--- config.mk ---
export PLATFORM = sky130hd
export DESIGN_NAME = fifo_accumulator
export DESIGN_NICKNAME = d
export VERILOG_FILES = /design/src/rtl/fifo_accumulator.sv
export SDC_FILE = /design/constraint.sdc
export NUM_CORES = 1
export LEC_CHECK = 0
export BUFFER_PORTS_ARGS = -buffer_cell sky130_fd_sc_hd__buf_4
export CAP_MARGIN = 20
export CELL_PAD_IN_SITES_DETAIL_PLACEMENT = 1
export CELL_PAD_IN_SITES_GLOBAL_PLACEMENT = 2
export CORE_MARGIN = 10
export CORE_UTILIZATION = 30
export CTS_CLUSTER_SIZE = 20
export DETAILED_ROUTE_END_ITERATION = 6
export PLACE_DENSITY = 0.83
export SKIP_LAST_GASP = 1
export SLEW_MARGIN = 30
export SYNTH_ARGS = -nofsm -noshare
export SYNTH_HDL_FRONTEND = slang
export SYNTH_SLANG_ARGS = --single-unit
--- constraint.sdc ---
create_clock -name clk -period 2.68 [get_ports clk]
set_clock_uncertainty 0.1 [all_clocks]
set_input_delay 0.134 -clock clk [delete_from_list [all_inputs] [get_ports clk]]
set_output_delay 0.134 -clock clk [all_outputs]
set_load 0.05 [all_outputs]
--- src/rtl/fifo_accumulator.sv ---
// Drains VEC_LEN signed IL.FL words from a FIFO, sums them and offers the result on valid/ready.
// Define FIFO_ACC_SATURATE_EN to clamp the result to the word range instead of wrapping.
module fifo_accumulator #(
  parameter int unsigned IL           = 8,
  parameter int unsigned FL           = 12,
  parameter int unsigned IN_BUS_WIDTH = IL + FL,
  parameter int unsigned VEC_LEN      = 16,
  parameter int unsigned CNT_WIDTH    = $clog2(VEC_LEN + 1),
  parameter int unsigned ACC_WIDTH    = IN_BUS_WIDTH + $clog2(VEC_LEN) + 1
) (
  input  logic                    clk,
  input  logic                    reset,
  input  logic                    start,
  input  logic                    fifo_empty,
  input  logic [IN_BUS_WIDTH-1:0] fifo_data,
  output logic                    fifo_rd_en,
  output logic [IN_BUS_WIDTH-1:0] sum_out,
  output logic                    sum_valid,
  input  logic                    sum_ready,
  output logic                    busy
);

  typedef enum logic [1:0] {StIdle, StRun, StOut} state_e;

  localparam logic [CNT_WIDTH-1:0] VecLenC = CNT_WIDTH'(VEC_LEN);
  localparam logic [CNT_WIDTH-1:0] LastC   = CNT_WIDTH'(VEC_LEN - 1);

  state_e                       state;
  logic [CNT_WIDTH-1:0]         issued;
  logic [CNT_WIDTH-1:0]         received;
  logic                         rd_vld;
  logic signed [ACC_WIDTH-1:0]  acc;
  logic signed [ACC_WIDTH-1:0]  acc_next;
  logic [IN_BUS_WIDTH-1:0]      sum_conv;

  assign fifo_rd_en = (state == StRun) && !fifo_empty && (issued < VecLenC);
  assign busy       = (state != StIdle);
  assign acc_next   = acc + ACC_WIDTH'($signed(fifo_data));

`ifdef FIFO_ACC_SATURATE_EN
  localparam logic signed [ACC_WIDTH-1:0] AccMax = (ACC_WIDTH'(1) <<< (IN_BUS_WIDTH - 1)) - 1;
  localparam logic signed [ACC_WIDTH-1:0] AccMin = -AccMax - 1;

  always_comb begin
    if (acc_next > AccMax) begin
      sum_conv = {1'b0, {(IN_BUS_WIDTH - 1){1'b1}}};
    end else if (acc_next < AccMin) begin
      sum_conv = {1'b1, {(IN_BUS_WIDTH - 1){1'b0}}};
    end else begin
      sum_conv = acc_next[IN_BUS_WIDTH-1:0];
    end
  end
`else
  assign sum_conv = acc_next[IN_BUS_WIDTH-1:0];
`endif

  always_ff @(posedge clk) begin
    if (reset) begin
      state     <= StIdle;
      issued    <= '0;
      received  <= '0;
      rd_vld    <= 1'b0;
      acc       <= '0;
      sum_out   <= '0;
      sum_valid <= 1'b0;
    end else begin
      rd_vld <= fifo_rd_en;
      if (fifo_rd_en) begin
        issued <= issued + CNT_WIDTH'(1);
      end
      unique case (state)
        StIdle: begin
          if (start) begin
            state    <= StRun;
            acc      <= '0;
            issued   <= '0;
            received <= '0;
          end
        end
        StRun: begin
          // Data arrives one cycle after its read; the last arrival closes the job.
          if (rd_vld) begin
            acc      <= acc_next;
            received <= received + CNT_WIDTH'(1);
            if (received == LastC) begin
              state     <= StOut;
              sum_out   <= sum_conv;
              sum_valid <= 1'b1;
            end
          end
        end
        StOut: begin
          if (sum_ready) begin
            state     <= StIdle;
            sum_valid <= 1'b0;
          end
        end
        default: state <= StIdle;
      endcase
    end
  end

endmodule

# ---- Yosys cells after proc, flatten, opt, wreduce, memory -nomap -nowiden
# Index checks and enable logic that the tools add are counted.
dict set report totals {
  register_bits 59
  input_bits 25
  output_inout_bits 23
  word_cells 47
}
dict set report classes {
  n_addsub 3
  magnitude_cmp 1
  n_eq_ne 7
  mux 18
  reduce_logical 11
}
# op n
set op_table {}
lappend op_table {{$mux W25} 2}
lappend op_table {{$pmux W25 S2} 1}
lappend op_table {{$add A25 B20 Y25} 1}
lappend op_table {{$mux W5} 5}
lappend op_table {{$add A5 B1 Y5 const B} 2}
lappend op_table {{$pmux W5 S2} 1}
lappend op_table {{$mux W2} 4}
lappend op_table {{$reduce_and A4 Y1} 2}
lappend op_table {{$ne A2 B2 Y1 const B} 3}
lappend op_table {{$pmux W2 S3} 1}
lappend op_table {{$reduce_and A3 Y1} 2}
lappend op_table {{$reduce_bool A2 Y1} 3}
lappend op_table {{$eq A5 B4 Y1 const B} 1}
lappend op_table {{$lt A5 B5 Y1 const B} 1}
lappend op_table {{$mux W1} 3}
lappend op_table {{$eq A2 B1 Y1 const B} 1}
lappend op_table {{$eq A2 B2 Y1 const B} 1}
lappend op_table {{$logic_and A1 B1 Y1} 2}
lappend op_table {{$logic_not A2 Y1} 1}
lappend op_table {{$ne A2 B1 Y1 const B} 1}
lappend op_table {{$pmux W1 S2} 1}
lappend op_table {{$logic_not A1 Y1} 1}

# ---- Logic depth before layout (Yosys ltp)
dict set report logic_depth {
  ltp_word 6
  ltp_mapped 9
  depth_no_buf 9
}

# ---- Worst setup path after synthesis
# No wires, ideal clock.
dict set report synth_path {
  kind {register to register}
  from {reg state[1]}
  to {reg issued[3]}
  setup_ns 0.119
  arrival_ns 2.416
  t_required_ns 2.461
  setup_slack_ns 0.045
  path_stages_with_launch 7
  n_path_buf 1
  synth_period_minus_slack_ns 2.635
  cell_sequence {dfxtp_1 > clkbuf_1 > nand2b_1 > nor3_1 > nand4_1 > xor2_1 > nor2_1}
}
dict set report synth_between {
  elab_chain_len 6
  word_cells_on_any_way 7
  cone_classes {eq/ne (1); mux (3); reduce/logical (3)}
}
# element line
set synth_lines {}
lappend synth_lines {{from (decl)} 28} ;# state_e state;
lappend synth_lines {{from (signal assigned)} 59} ;# state <= StIdle;
lappend synth_lines {{from (signal assigned)} 74} ;# state <= StRun;
lappend synth_lines {{from (signal assigned)} 86} ;# state <= StOut;
lappend synth_lines {{$eq A2 B1 Y1 *} 36} ;# assign fifo_rd_en = (state == StRun) && !fifo_empty && (issued < VecLenC);
lappend synth_lines {{$logic_and A1 B1 Y1 * (2 in series)} 36}
lappend synth_lines {{net fifo_rd_en} 16} ;# output logic fifo_rd_en,
lappend synth_lines {{$mux W5 *} 68} ;# if (fifo_rd_en) begin
lappend synth_lines {{$mux W5} 73} ;# if (start) begin
lappend synth_lines {{$mux W5 *} 71} ;# unique case (state)
lappend synth_lines {{to (signal assigned)} 69} ;# issued <= issued + CNT_WIDTH'(1);
lappend synth_lines {{to (decl)} 29} ;# logic [CNT_WIDTH-1:0] issued;
# Mark *: on every way through the listed nets, which the timed path passes. The rest lies on a longest branch.
# A chain may end at the register's enable or synchronous reset.

# ---- Worst setup path after layout
dict set report layout_path {
  from {reg acc[4]}
  to {reg sum_out[19]}
}
dict set report layout_between {
  elab_chain_len 1
}
# element line
set layout_lines {}
lappend layout_lines {{from (decl)} 32} ;# logic signed [ACC_WIDTH-1:0] acc;
lappend layout_lines {{from (signal assigned)} 83} ;# acc <= acc_next;
lappend layout_lines {{$add A25 B20 Y25} 38} ;# assign acc_next = acc + ACC_WIDTH'($signed(fifo_data));
lappend layout_lines {{to (signal assigned)} 87} ;# sum_out <= sum_conv;
lappend layout_lines {{to (decl)} 17} ;# output logic [IN_BUS_WIDTH-1:0] sum_out,
# Every way passes these cells.

==> summary.md <==
| Metric | Value |
|---|---|
| Commonest non-fill, non-tap cells in the layout | 61 x buf_4, 53 x dfxtp_1, 42 x nand2_1, 39 x a21oi_1, 35 x nor2_1 |
| Most Used Layer, Global Route | met2 |
| Via count | 2741 |
| Post-DP Area | 3480 sq um |
| Sequential share of the synthesized area | 36.7% |
| Syn Area/Cell | 8.48 sq um |
| # H-tree levels | 2 |
| Largest net degree at the start of global routing | 44 |
| Worst Path Arrival | 2.78 ns |
| Met2 GRT Util | 19.8% |
| Die width | 119 um |
| Worst IR Drop VDD | 202 uV |
| Final Net Count | 450 |
| Number of port buffers | 47 |
| GR Util All Layers | 12.0% |
| Worst hold slack | 0.0205 ns |
| Max-cap violation count | 0 |
| CP Max Fanout | 5 |
| Post-Syn Instances | 347 |
| R2r endpoint | sum_out[19]$_SDFFE_PP0P_ |
| Final Hold Fails | 0 |
| Post-Syn Area | 2940 sq um |
| Setup crit end kind | flop |
| Hold path endpoint | state[0]$_SDFFE_PP0P_ |
| Worst Path Required | 2.81 ns |
| Antenna viol nets, final | 0 |
| Num CTS Buffers | 5 |
| Post-synth EDFFs | 0 |
| Initial antenna violation count | 0 |
| Max Buffers Root-to-Sink | 2 |
| Grt total ovfl | 0 |
| Finished Layout Cells | 536 |
| Area Overhead vs Synth | 25.2% |
| Crit Path Category | reg -> reg |
| Commonest non-fill, non-tap cell in the layout | buf_4 |
| Fin area | 3680 sq um |
| Measured slew at the worst slew-check pin | 0.624 ns |
| Yosys reg bits | 54 |
| Starting density of the core | 30.4% |
| Worst r2r src | acc[4]$_SDFFE_PP0P_ |
| First DRT Iteration DRCs | 113 |
| Prevailing post-synth register cell | dfxtp_1 |
| Count of TritonRoute iterations in the first routing pass | 4 |
| Fin crit share | 98.9% |
| Inserted Diodes | 0 |
| DIE AREA | 14200 sq um |
| # IOs | 48 |
| Startpoint types | flop |
| Clk_lat worst skew | 0.32 ns |
| Final min period | 2.65 ns |
| Fin. max-slew vios | 0 |
| R2R setup slack | 0.03 ns |
| Final WL | 8490 um |
| DP HPWL | 6530 um |
| CTS tree | yes |
| Via-to-Cell Ratio | 5.11 |
| Die height | 119 um |
| Register-to-Register Path Depth | 8 |
| Min-delay worst type | in -> reg |
| Syn_nets | 395 |
| Outcome | finished, final reports clean |
| Drt drc | 0 |
| Clk sinks | 54 |
| M1 GR Usage | 15.4% |
| Setup violations, final | 0 |
| Hold path startpoint | start |
| Unrepaired setup endpoints after global routing | true |
| Setup TNS Final | 0 ns |
| Multi-input logic area | 1810 sq um |
| Register area | 1080 sq um |
| Leak | 1.61 nW |
| Clock-pin slew on the worst setup and hold paths | 0.11 ns |
| Filler cells | 1150 |
| Share of layout cells above drive strength 1 | 19.9% |
| Slew HR | 58.1% |
| Ys async rst share | 0% |
| First-pass GRT wire length | 14400 um |
| Power per cell area | 437 nW/um^2 |
| Wire length per cell | 15.8 um |
| Placed cells | 522 |
| Worst Hold Depth | 3 |
| Yosys warns | 0 |
| # rows | 36 |
| Vias in the first global route | 2912 |
| Unique cell type count in the Yosys netlist | 50 |
| Peak Freq | 377 MHz |
| Placer Congestion | 0.829 |
| Met3 Resource Use GR | 2.79% |
| CTS Root Cell | clkbuf_8 |
| Core ar. | 9680 sq um |
## stage by stage
| step | total power, mW | setup slack, ns | util, % |
|---|---|---|---|
| final | 1.61 | 0.0305 | 38.0 |
| after global routing | 1.68 | -0.0715 | 38.0 |
| after CTS | 1.63 | 0.00495 | 37.5 |
| after detailed placement | 1.04 | -0.0604 | 36.0 |
| after global placement | 1.03 | 0.0187 | 36.0 |
| after floorplan | 0.960 | 0.0450 | - |
## report_power, final
| group | switching, mW | internal (mW) | total (mW) | leakage [nW] |
|---|---|---|---|---|
| Clock | 0.304 | 0.281 | 0.586 | 0.0585 |
| Combinational | 0.116 | 0.0868 | 0.203 | 1.12 |
| Sequential | 0.00835 | 0.812 | 0.821 | 0.436 |
| Total | 0.429 | 1.18 | 1.61 | 1.61 |
## layout make-up
class | count | area share (%)
clock buffer | 5 | 1.87
sequential | 54 | 29.4
multi-input combinational | 269 | 49.2
inverter | 9 | 0.917
clock inverter | 3 | 1.19
tap | 133 | 4.52
timing repair buffer | 63 | 13.0
## layer usage
layer | routed length (um) | vias to the layer above
met4 | 85 | 0
li1 | - | 1368
met1 | 3980 | 1334
met3 | 295 | 7
met2 | 4120 | 32
met5 | 0 | -
## flip-flops by register name, indices dropped and copies added, names as in the netlist
register	cells
acc	20
sum_out	20
issued	5
received	5
state	2
rd_vld	1
sum_valid	1
## synthesized netlist by cell type (2+ instances only)
library cell,count,area (sq um)
nor3_1,5,25.0
nor2_1,35,131
and3_1,5,31.3
clkbuf_1,15,56.3
nor2b_1,2,12.5
a22o_1,8,70.1
o21ai_1,2,10.0
nand4b_1,3,26.3
a21o_1,14,105
nand2b_1,2,12.5
nand4_1,4,25.0
o21ai_0,10,50.1
o21a_1,2,15.0
and2_1,3,18.8
a311oi_1,3,26.3
dfxtp_1,54,1080
a211oi_1,2,15.0
a31oi_1,2,12.5
a21oi_1,39,195
nand3b_1,2,15.0
a22oi_1,4,30.0
xor2_1,8,70.1
inv_1,9,33.8
or3_1,5,31.3
nand2_1,42,158
nor3b_1,3,22.5
ha_1,22,275
nor4_1,2,12.5
a32o_1,4,40.0
nand3_1,8,40.0
xnor2_1,8,70.1
o2111ai_1,2,17.5
## how the worst max path moves through the flow
| stage | from | endpoint | slack, ns | depth (start not counted) |
|---|---|---|---|---|
| after floorplan | state[1]$_SDFFE_PP0P_ | issued[3]$_SDFF_PP0_ | 0.04 | 6 |
| after global placement | acc[0]$_SDFFE_PP0P_ | acc[18]$_SDFFE_PP0P_ | 0.02 | 9 |
| after detailed placement | acc[0]$_SDFFE_PP0P_ | acc[18]$_SDFFE_PP0P_ | -0.06 | 9 |
| after CTS | acc[4]$_SDFFE_PP0P_ | sum_out[19]$_SDFFE_PP0P_ | 0.005 | 8 |
| after global routing | acc[4]$_SDFFE_PP0P_ | sum_out[19]$_SDFFE_PP0P_ | -0.07 | 8 |
| final | acc[4]$_SDFFE_PP0P_ | sum_out[19]$_SDFFE_PP0P_ | 0.03 | 8 |
## repair_timing
action | 4_1_cts | 5_1_grt
setup buffers | 1 | 3
gates resized for setup | 2 | 6
pin swaps | 2 | 0
setup endpoints to repair | 3 | 10
endpoints found under the hold margin | 3 | 0
hold buffers | 2 | 0
## cells by family (layout without fill, tap and decap cells)
family                   after synthesis  count (layout)  synth area share, %
multiplexers                           1               1                0.340
adder cells (fa/ha/maj)               23              23                 10.0
buffers and inverters                 24              80                 3.06
flip-flops                            54              54                 36.7
AND/OR/NAND/NOR                      123             123                 19.6
AO/OA/AOI/OAI                        106             106                 25.5
XOR/XNOR                              16              16                 4.76
## worst max-delay path, stage by stage (launching register included)
cell      delay [ns]
dfxtp_1         0.33
ha_1            0.36
a21o_1          0.27
a31oi_2         0.26
a21oi_1         0.17
o2111a_1        0.32
o41ai_4         0.41
o21ai_1         0.09
a311oi_1        0.27
Power figures use the tool's default switching activity.
